**src/rtl/phase_sequencer_pkg.sv**
```systemverilog
// Shared definitions for the phase sequencer: FSM state encoding and default widths.
package phase_sequencer_pkg;

    typedef enum logic [1:0] {
        ST_IDLE = 2'd0,
        ST_RUN  = 2'd1,
        ST_DONE = 2'd2
    } state_t;

    localparam int CW_DEFAULT = 8;

endpackage

```
**src/rtl/phase_sequencer_counter.sv**
```systemverilog
// In-phase counter: counts up to a terminal compare value, flags the terminal
// cycle and wraps to zero on that cycle when enabled.
module phase_counter
    import phase_sequencer_pkg::*;
#(
    parameter int CW = CW_DEFAULT
) (
    input  logic          clk,
    input  logic          clr,
    input  logic          en,
    input  logic [CW-1:0] cmp,
    output logic [CW-1:0] count,
    output logic          tick
);

    assign tick = (count == cmp);

    // Count up while enabled; terminal cycle returns to zero, so count never passes cmp.
    always_ff @(posedge clk) begin
        if (clr) begin
            count <= '0;
        end else if (en) begin
            if (tick) begin
                count <= '0;
            end else begin
                count <= count + CW'(1);
            end
        end
    end

endmodule

```
**src/rtl/phase_sequencer.sv**
```systemverilog
// Multi-phase timer controller: steps an in-phase counter through a small table
// of (duration, level) entries and drives a registered waveform from it.
module phase_sequencer
    import phase_sequencer_pkg::*;
#(
    parameter int NPHASE = 4,
    parameter int AW     = 2,
    parameter int CW     = CW_DEFAULT
) (
    input  logic          clk,
    input  logic          clr,
    input  logic          cfg_we,
    input  logic [AW-1:0] cfg_addr,
    input  logic [CW-1:0] cfg_dur,
    input  logic          cfg_lvl,
    input  logic [AW-1:0] last_phase,
    input  logic          loop_en,
    input  logic          start,
    input  logic          abort,
    output logic          busy,
    output logic [AW-1:0] phase_idx,
    output logic [CW-1:0] count,
    output logic          out_level,
    output logic          phase_tick,
    output logic          done
);

    state_t        state;
    logic [CW-1:0] dur_tbl [NPHASE];
    logic          lvl_tbl [NPHASE];
    logic [AW-1:0] last_s;
    logic          loop_s;
    logic          cnt_tick;
    logic          cnt_clr;
    logic          cnt_en;
    logic [AW-1:0] next_idx;

    assign busy       = (state == ST_RUN);
    assign phase_tick = busy && cnt_tick;
    assign next_idx   = phase_idx + AW'(1);

    // Counter only runs in RUN; it is held at zero everywhere else and on abort.
    assign cnt_en  = busy;
    assign cnt_clr = clr || abort || !busy;

    phase_counter #(
        .CW (CW)
    ) u_counter (
        .clk   (clk),
        .clr   (cnt_clr),
        .en    (cnt_en),
        .cmp   (dur_tbl[phase_idx]),
        .count (count),
        .tick  (cnt_tick)
    );

    // Sequencer FSM with table, sampled run options and registered outputs.
    always_ff @(posedge clk) begin
        if (clr) begin
            state     <= ST_IDLE;
            phase_idx <= '0;
            out_level <= 1'b0;
            done      <= 1'b0;
            last_s    <= '0;
            loop_s    <= 1'b0;
            for (int i = 0; i < NPHASE; i++) begin
                dur_tbl[i] <= '0;
                lvl_tbl[i] <= 1'b0;
            end
        end else begin
            done <= 1'b0;
            case (state)
                ST_IDLE: begin
                    out_level <= 1'b0;
                    if (cfg_we) begin
                        dur_tbl[cfg_addr] <= cfg_dur;
                        lvl_tbl[cfg_addr] <= cfg_lvl;
                    end
                    // abort has priority over a simultaneous start
                    if (start && !abort) begin
                        state     <= ST_RUN;
                        last_s    <= last_phase;
                        loop_s    <= loop_en;
                        phase_idx <= '0;
                        out_level <= lvl_tbl[0];
                    end
                end
                ST_RUN: begin
                    if (abort) begin
                        state     <= ST_IDLE;
                        phase_idx <= '0;
                        out_level <= 1'b0;
                    end else if (!cnt_tick) begin
                        out_level <= lvl_tbl[phase_idx];
                    end else if (phase_idx != last_s) begin
                        phase_idx <= next_idx;
                        out_level <= lvl_tbl[next_idx];
                    end else if (loop_s) begin
                        phase_idx <= '0;
                        out_level <= lvl_tbl[0];
                    end else begin
                        state     <= ST_DONE;
                        out_level <= 1'b0;
                        done      <= 1'b1;
                    end
                end
                ST_DONE: begin
                    state     <= ST_IDLE;
                    out_level <= 1'b0;
                end
                default: begin
                    state     <= ST_IDLE;
                    out_level <= 1'b0;
                end
            endcase
        end
    end

endmodule

```
**config.mk**
```make
export PLATFORM = sky130hd
export DESIGN_NAME = phase_sequencer
export DESIGN_NICKNAME = d
export VERILOG_FILES = /design/src/rtl/phase_sequencer_pkg.sv /design/src/rtl/phase_sequencer_counter.sv /design/src/rtl/phase_sequencer.sv
export SDC_FILE = /design/constraint.sdc
export NUM_CORES = 1
export LEC_CHECK = 0
export BUFFER_PORTS_ARGS = -buffer_cell sky130_fd_sc_hd__buf_2
export CAP_MARGIN = 10
export CORE_MARGIN = 2
export CORE_UTILIZATION = 60
export CTS_CLUSTER_DIAMETER = 30
export DETAILED_ROUTE_END_ITERATION = 6
export GPL_ROUTABILITY_DRIVEN = 0
export GPL_TIMING_DRIVEN = 0
export PLACE_DENSITY_LB_ADDON = 0.05
export RECOVER_POWER = 100
export REMOVE_ABC_BUFFERS = 1
export SLEW_MARGIN = 30
export SYNTH_ARGS = -nofsm -noshare
export SYNTH_HDL_FRONTEND = slang
export SYNTH_HIERARCHICAL = 1
export SYNTH_SLANG_ARGS = --single-unit
export TNS_END_PERCENT = 5
```
**constraint.sdc**
```tcl
create_clock -name clk -period 6.74 [get_ports clk]
set_input_delay 2.022 -clock clk [delete_from_list [all_inputs] [get_ports clk]]
set_output_delay 2.022 -clock clk [all_outputs]
set_load 0.005 [all_outputs]
```
* Word-level counts from Yosys, hierarchy flattened *
Memory sizes are Yosys's and may differ from the RTL's. A register that Yosys moved wholly into a read port is not among the register bits.
Index checks and enable logic that the tools add are counted.
Widths: inputs -> output; s select.

word-level totals
  memories = 2
  flip-flop bits (word level) = 17
  output and inout port bits = 14
  word-level logic and storage cells = 71
  bits in writable memories = 36

memory list
  memory   depth  width  rd ports  clocked after memory_dff  wr ports  line                   RTL
  dur_tbl  4      8      1         1                         4         phase_sequencer.sv:29  logic [CW-1:0] dur_tbl [NPHASE];
  lvl_tbl  4      1      3         1                         4         phase_sequencer.sv:30  logic lvl_tbl [NPHASE];

cells by class
  bitwise gates (word level) = 2
  equal/unequal tests = 8
  reduce and logical (&&, ||, !) cells = 14
  add/subtract/negate cells = 2
  mux-type cells = 36

operators with widths
  kind                 number
  $mux 2               16
  $mux 8               2
  $mux 1               15
  $add 8x1->8 const B  1
  $eq 8x8->1           1
  $pmux 2 s2           2
  $reduce_and 4->1     2
  $reduce_or 8->1      1
  $ne 3x3->1 const B   2
  $reduce_or 5->1      1
  $ne 4x2->1 const B   1
  $ne 3x2->1 const B   1
  $add 2x1->2 const B  1
  $eq 2x1->1 const B   1
  $logic_and 1x1->1    2
  $logic_not 1->1      2
  $logic_not 2->1      1
  $logic_or 1x1->1     2
  $ne 2x2->1           1
  $ne 2x2->1 const B   1
  $not 1->1            2
  $pmux 1 s2           1
  $reduce_and 2->1     1
  $reduce_bool 2->1    1
  $reduce_or 1->1      1

* Depth between registers and ports, before layout *
  depth after elaboration = 7
  gate-level depth with buffers = 9
  mapped depth without buffers = 8

* By module *
The synthesis kept the hierarchy.

modules (own cells, without submodules)
  module           cells an instance  times used  area an instance (um^2)
  phase_sequencer  145                1           2115.8
  phase_counter    51                 1           476.7

* Worst setup path before layout *
OpenSTA, ideal clock, no wires.

  kind = reg-to-output
  start point = reg (tool-made name)
  end point = out phase_tick
  required time = 4.718 ns
  setup slack = 2.827 ns
  arrival time = 1.891 ns
  stages on the path, launching flop included = 7
  cells stage by stage = dfxtp_1 buf_2 mux4_2 xnor2_1 nand4_1 nor2_2 and2_1

RTL lines
  what           line                   RTL
  end, declared  phase_sequencer.sv:24  output logic phase_tick,

==> flow_summary.yaml <==
status:
  status: "finished clean"
critical_path:
  slowest_delay_ps: 730
  required_ps: 4720
  crit_arrival_ps: 2830
  setup.worst_path.end_class: "output pin"
  crit_chain: "mux4_2, xnor2_1, nand4_1, nor2_1, and2_0, buf_2"
  r2r-end: "dur_tbl[0][0]"
  r2r_setup_slack_ps: 3440
  cp_slowest_cell: "dfxtp_1"
  start_kind: "register"
  rr_startpoint: "state[0]"
  r2r_cells: 4
  cp_max_fo: 11
  path_class: "reg2out"
cts:
  h-tree-depth: 2
  clk_pin_slew_ps: 90
  cts.hold.buffers_added: 0
  cts_root_buf: "clkbuf_8"
  cts_buffers: 5
  clockBufferDepth: 2
  post_cts_buffers: 0
  cts_tree: "built"
  worstSkewPairLatency_ps: 300
  clkSinkCount: 55
  cts_resized: 0
pwr:
  vdd_drop_max_v: 0.000166
  internal_power_uw: 462
  combPwrFrac_pct: 7.0
  leakagePower_uw: 0.00105
  p_total_uw: 590
  clkPwrFrac_pct: 29.0
  power_frac_seq_pct: 64.1
  p_sw_uw: 128
  p_per_area_nw_per_um2: 209
  power.share.switching_pct: 21.6
route:
  totalWireLength_um: 4630
  num_vias: 1575
  drcViolationCount: 0
  firstDrtPassIters: 4
  first_iter_violations: 76
  viasPerCell: 5.63
  antenna_left: 0
  drt-wirelength-per-cell_um: 16.6
floorplan:
  ios: 33
  die_area_um2: 4860
  core_area_um2: 4090
  die_w_um: 69.7
  start_util_pct: 63.4
  core.rowCount: 23
  die_y_um: 69.7
logic_synthesis:
  muxShareOfSynthArea_pct: 10.2
  synthSimpleGateAreaFrac_pct: 22.0
  synthCells: 196
  yosys.area_share.xor_xnor_pct: 5.41
  ys_warn_count: 6
  ys_seq_area_share_pct: 56.4
  synth-seq-cells: 55
  syn_avg_cell_area_um2: 13.2
  synth_area_um2: 2590
  synth_compound_area_share_pct: 3.76
  synth_top_family_by_area: "simple AND/OR/NAND/NOR gates"
  synth_cell_type_count: 40
  synth_fa_ha_area_share_pct: 0.483
sta:
  max_freq_mhz: 206
  worst_slew_pin_slew_ps: 1200
  setup_tns_ps: 0
  fin_skew_ps: 11.7
  post-route-period-util_pct: 71.9
  relSlewSlack_pct: 19.1
  finalSetupViolCount: 0
  whs_ps: 531
  period_needed_ps: 4850
  drv_slew: 0
  rsz0062_at_grt: "no"
  hold_viol_final: 0
global_route:
  grt_max_degree: 17
  grt_pass1_vias: 1535
  antenna_found_initial: 0
  grt_use_total_pct: 20.5
  overflow: 0
  grt_pass1_wl_um: 7670
final_layout:
  drive_gt1_share_pct: 22.2
  final_cell_area_um2: 2820
  syn_to_final_growth_pct: 8.78
  final_nets: 249
  n_antenna_cell: 0
min_path:
  min_to: "state[0]"
  min-delay-start: "state[0]"
  hold_path_depth: 1
  hold_class: "reg2reg"
place:
  place_area_um2: 2790
  dp_hpwl_um: 3280
  io_buffers: 32
flow_run:
  maxCapViolations: 0
[worst max-delay path, delay by kind of cell, from the launching register on]
kind / cells / cell delay (ps)
and+or+nand+nor: 3 / 910
DFF: 1 / 730
muxes: 1 / 620
xor gates and xnor gates: 1 / 160
buffers and inverters: 1 / 110
[synth_stat cells]
| master | number | area share, % |
|---|---|---|
| nor3b_2 | 2 | 0.97 |
| nand4_1 | 3 | 0.72 |
| o21ai_0 | 3 | 0.58 |
| mux2i_1 | 4 | 1.5 |
| edfxtp_1 | 36 | 42 |
| xor2_1 | 6 | 2.0 |
| o22ai_1 | 1 | 0.24 |
| nor3b_4 | 1 | 0.72 |
| xnor2_1 | 10 | 3.4 |
| a31o_2 | 2 | 0.68 |
| clkbuf_1 | 2 | 0.29 |
| dfxtp_1 | 19 | 15 |
| nand3b_1 | 1 | 0.29 |
| nor2_1 | 6 | 0.87 |
| ha_1 | 1 | 0.48 |
| nand2_1 | 7 | 1.0 |
| nand4_2 | 2 | 0.97 |
| mux4_2 | 10 | 8.7 |
| and3_1 | 4 | 0.97 |
| buf_1 | 2 | 0.29 |
| o2111ai_1 | 1 | 0.34 |
| nor3_1 | 7 | 1.4 |
| nor2b_1 | 2 | 0.48 |
| nand3_1 | 2 | 0.39 |
| nor3_4 | 1 | 0.63 |
| or3_1 | 1 | 0.24 |
| inv_1 | 5 | 0.72 |
| and2_1 | 38 | 9.2 |
| buf_2 | 1 | 0.19 |
| o31ai_2 | 1 | 0.48 |
| a31oi_1 | 2 | 0.48 |
| nor2_2 | 1 | 0.24 |
| nor4b_4 | 1 | 0.92 |
| and2b_1 | 1 | 0.29 |
| buf_4 | 1 | 0.29 |
| or2_2 | 4 | 0.97 |
| a211oi_1 | 1 | 0.29 |
| nor3_2 | 2 | 0.77 |
| a22oi_1 | 1 | 0.29 |
| o211a_1 | 1 | 0.39 |
[cells in the final DEF, fill, tap and decap left out, types with 2 or more instances in the layout]
master	synthesis	final
nor3_1	7	8
inv_1	5	5
nor2_1	6	7
or2_0	0	2
nand4_2	2	2
nand2_1	7	7
xnor2_1	10	10
nor3b_1	0	3
clkbuf_1	2	5
and3_1	4	4
xor2_1	6	6
buf_2	1	27
clkbuf_8	0	5
a31oi_1	2	2
and2_1	38	7
edfxtp_1	36	36
nor2b_1	2	2
and2_0	0	31
o21ai_0	3	3
nand3_1	2	2
mux4_2	10	10
or2_2	4	2
nand4_1	3	3
a31o_1	0	2
mux2i_1	4	4
dfxtp_1	19	19
[state kept, by name, indices dropped and copies added (netlist names), named ones only]
register,flops
dur_tbl,32
u_counter/count,8
lvl_tbl,4
last_s,2
phase_idx,2
state,2
done,1
loop_s,1
out_level,1
[per-layer routing]
metal  GRT usage (%)  vias to the layer above  wire [µm]
met5               0                        -          0
met4            4.49                        0         13
met3            4.51                        2        198
met2            37.5                       45       2430
met1            24.9                      746       2000
li1                -                      782          -
[area by class of cell]
type                       instances  area, µm²
multi-input combinational        130       1040
inverter                           5       18.8
sequential                        55       1460
fill                             307       1270
clock buffer                       6       72.6
timing repair buffer              32        155
clock inverter                     2       8.76
tap                               50       62.6
[per-stage QoR]
| stage | utilization, % | std cells | worst slack (ps) |
|---|---|---|---|
| 2_1_floorplan | - | 190 | 2730 |
| 3_3_place_gp | 68.2 | 272 | 2340 |
| 3_5_place_dp | 68.2 | 272 | 2340 |
| 4_1_cts | 70.2 | 280 | 1980 |
| 5_1_grt | 69.0 | 280 | 1610 |
| 6_report | 69.0 | 280 | 1890 |
[power groups by stage]
stage	clock (µW)	combinational [µW]	sequential (µW)
detailed placement	0	44.0	386
global route	189	46.0	379
floorplan	0	28.0	384
finish	171	41.3	378
global placement	0	42.2	385
CTS	176	44.1	378
[kinds of logic after synthesis]
family,Yosys count
adder cells (fa/ha/maj),1
multiplexers,14
AO/OA/AOI/OAI,13
AND/OR/NAND/NOR,86
flip-flops,55
XOR/XNOR,16
buffers and inverters,11
[how the worst max path moves through the flow]
stage,endpoint,slack (ps),depth (start not counted)
after floorplan,phase_tick,2730,5
after global placement,phase_tick,2340,6
after detailed placement,phase_tick,2340,6
after CTS,phase_tick,1980,6
after global routing,phase_tick,1610,6
final,phase_tick,1890,6
Note: power is estimated with default switching activity, not from simulation.
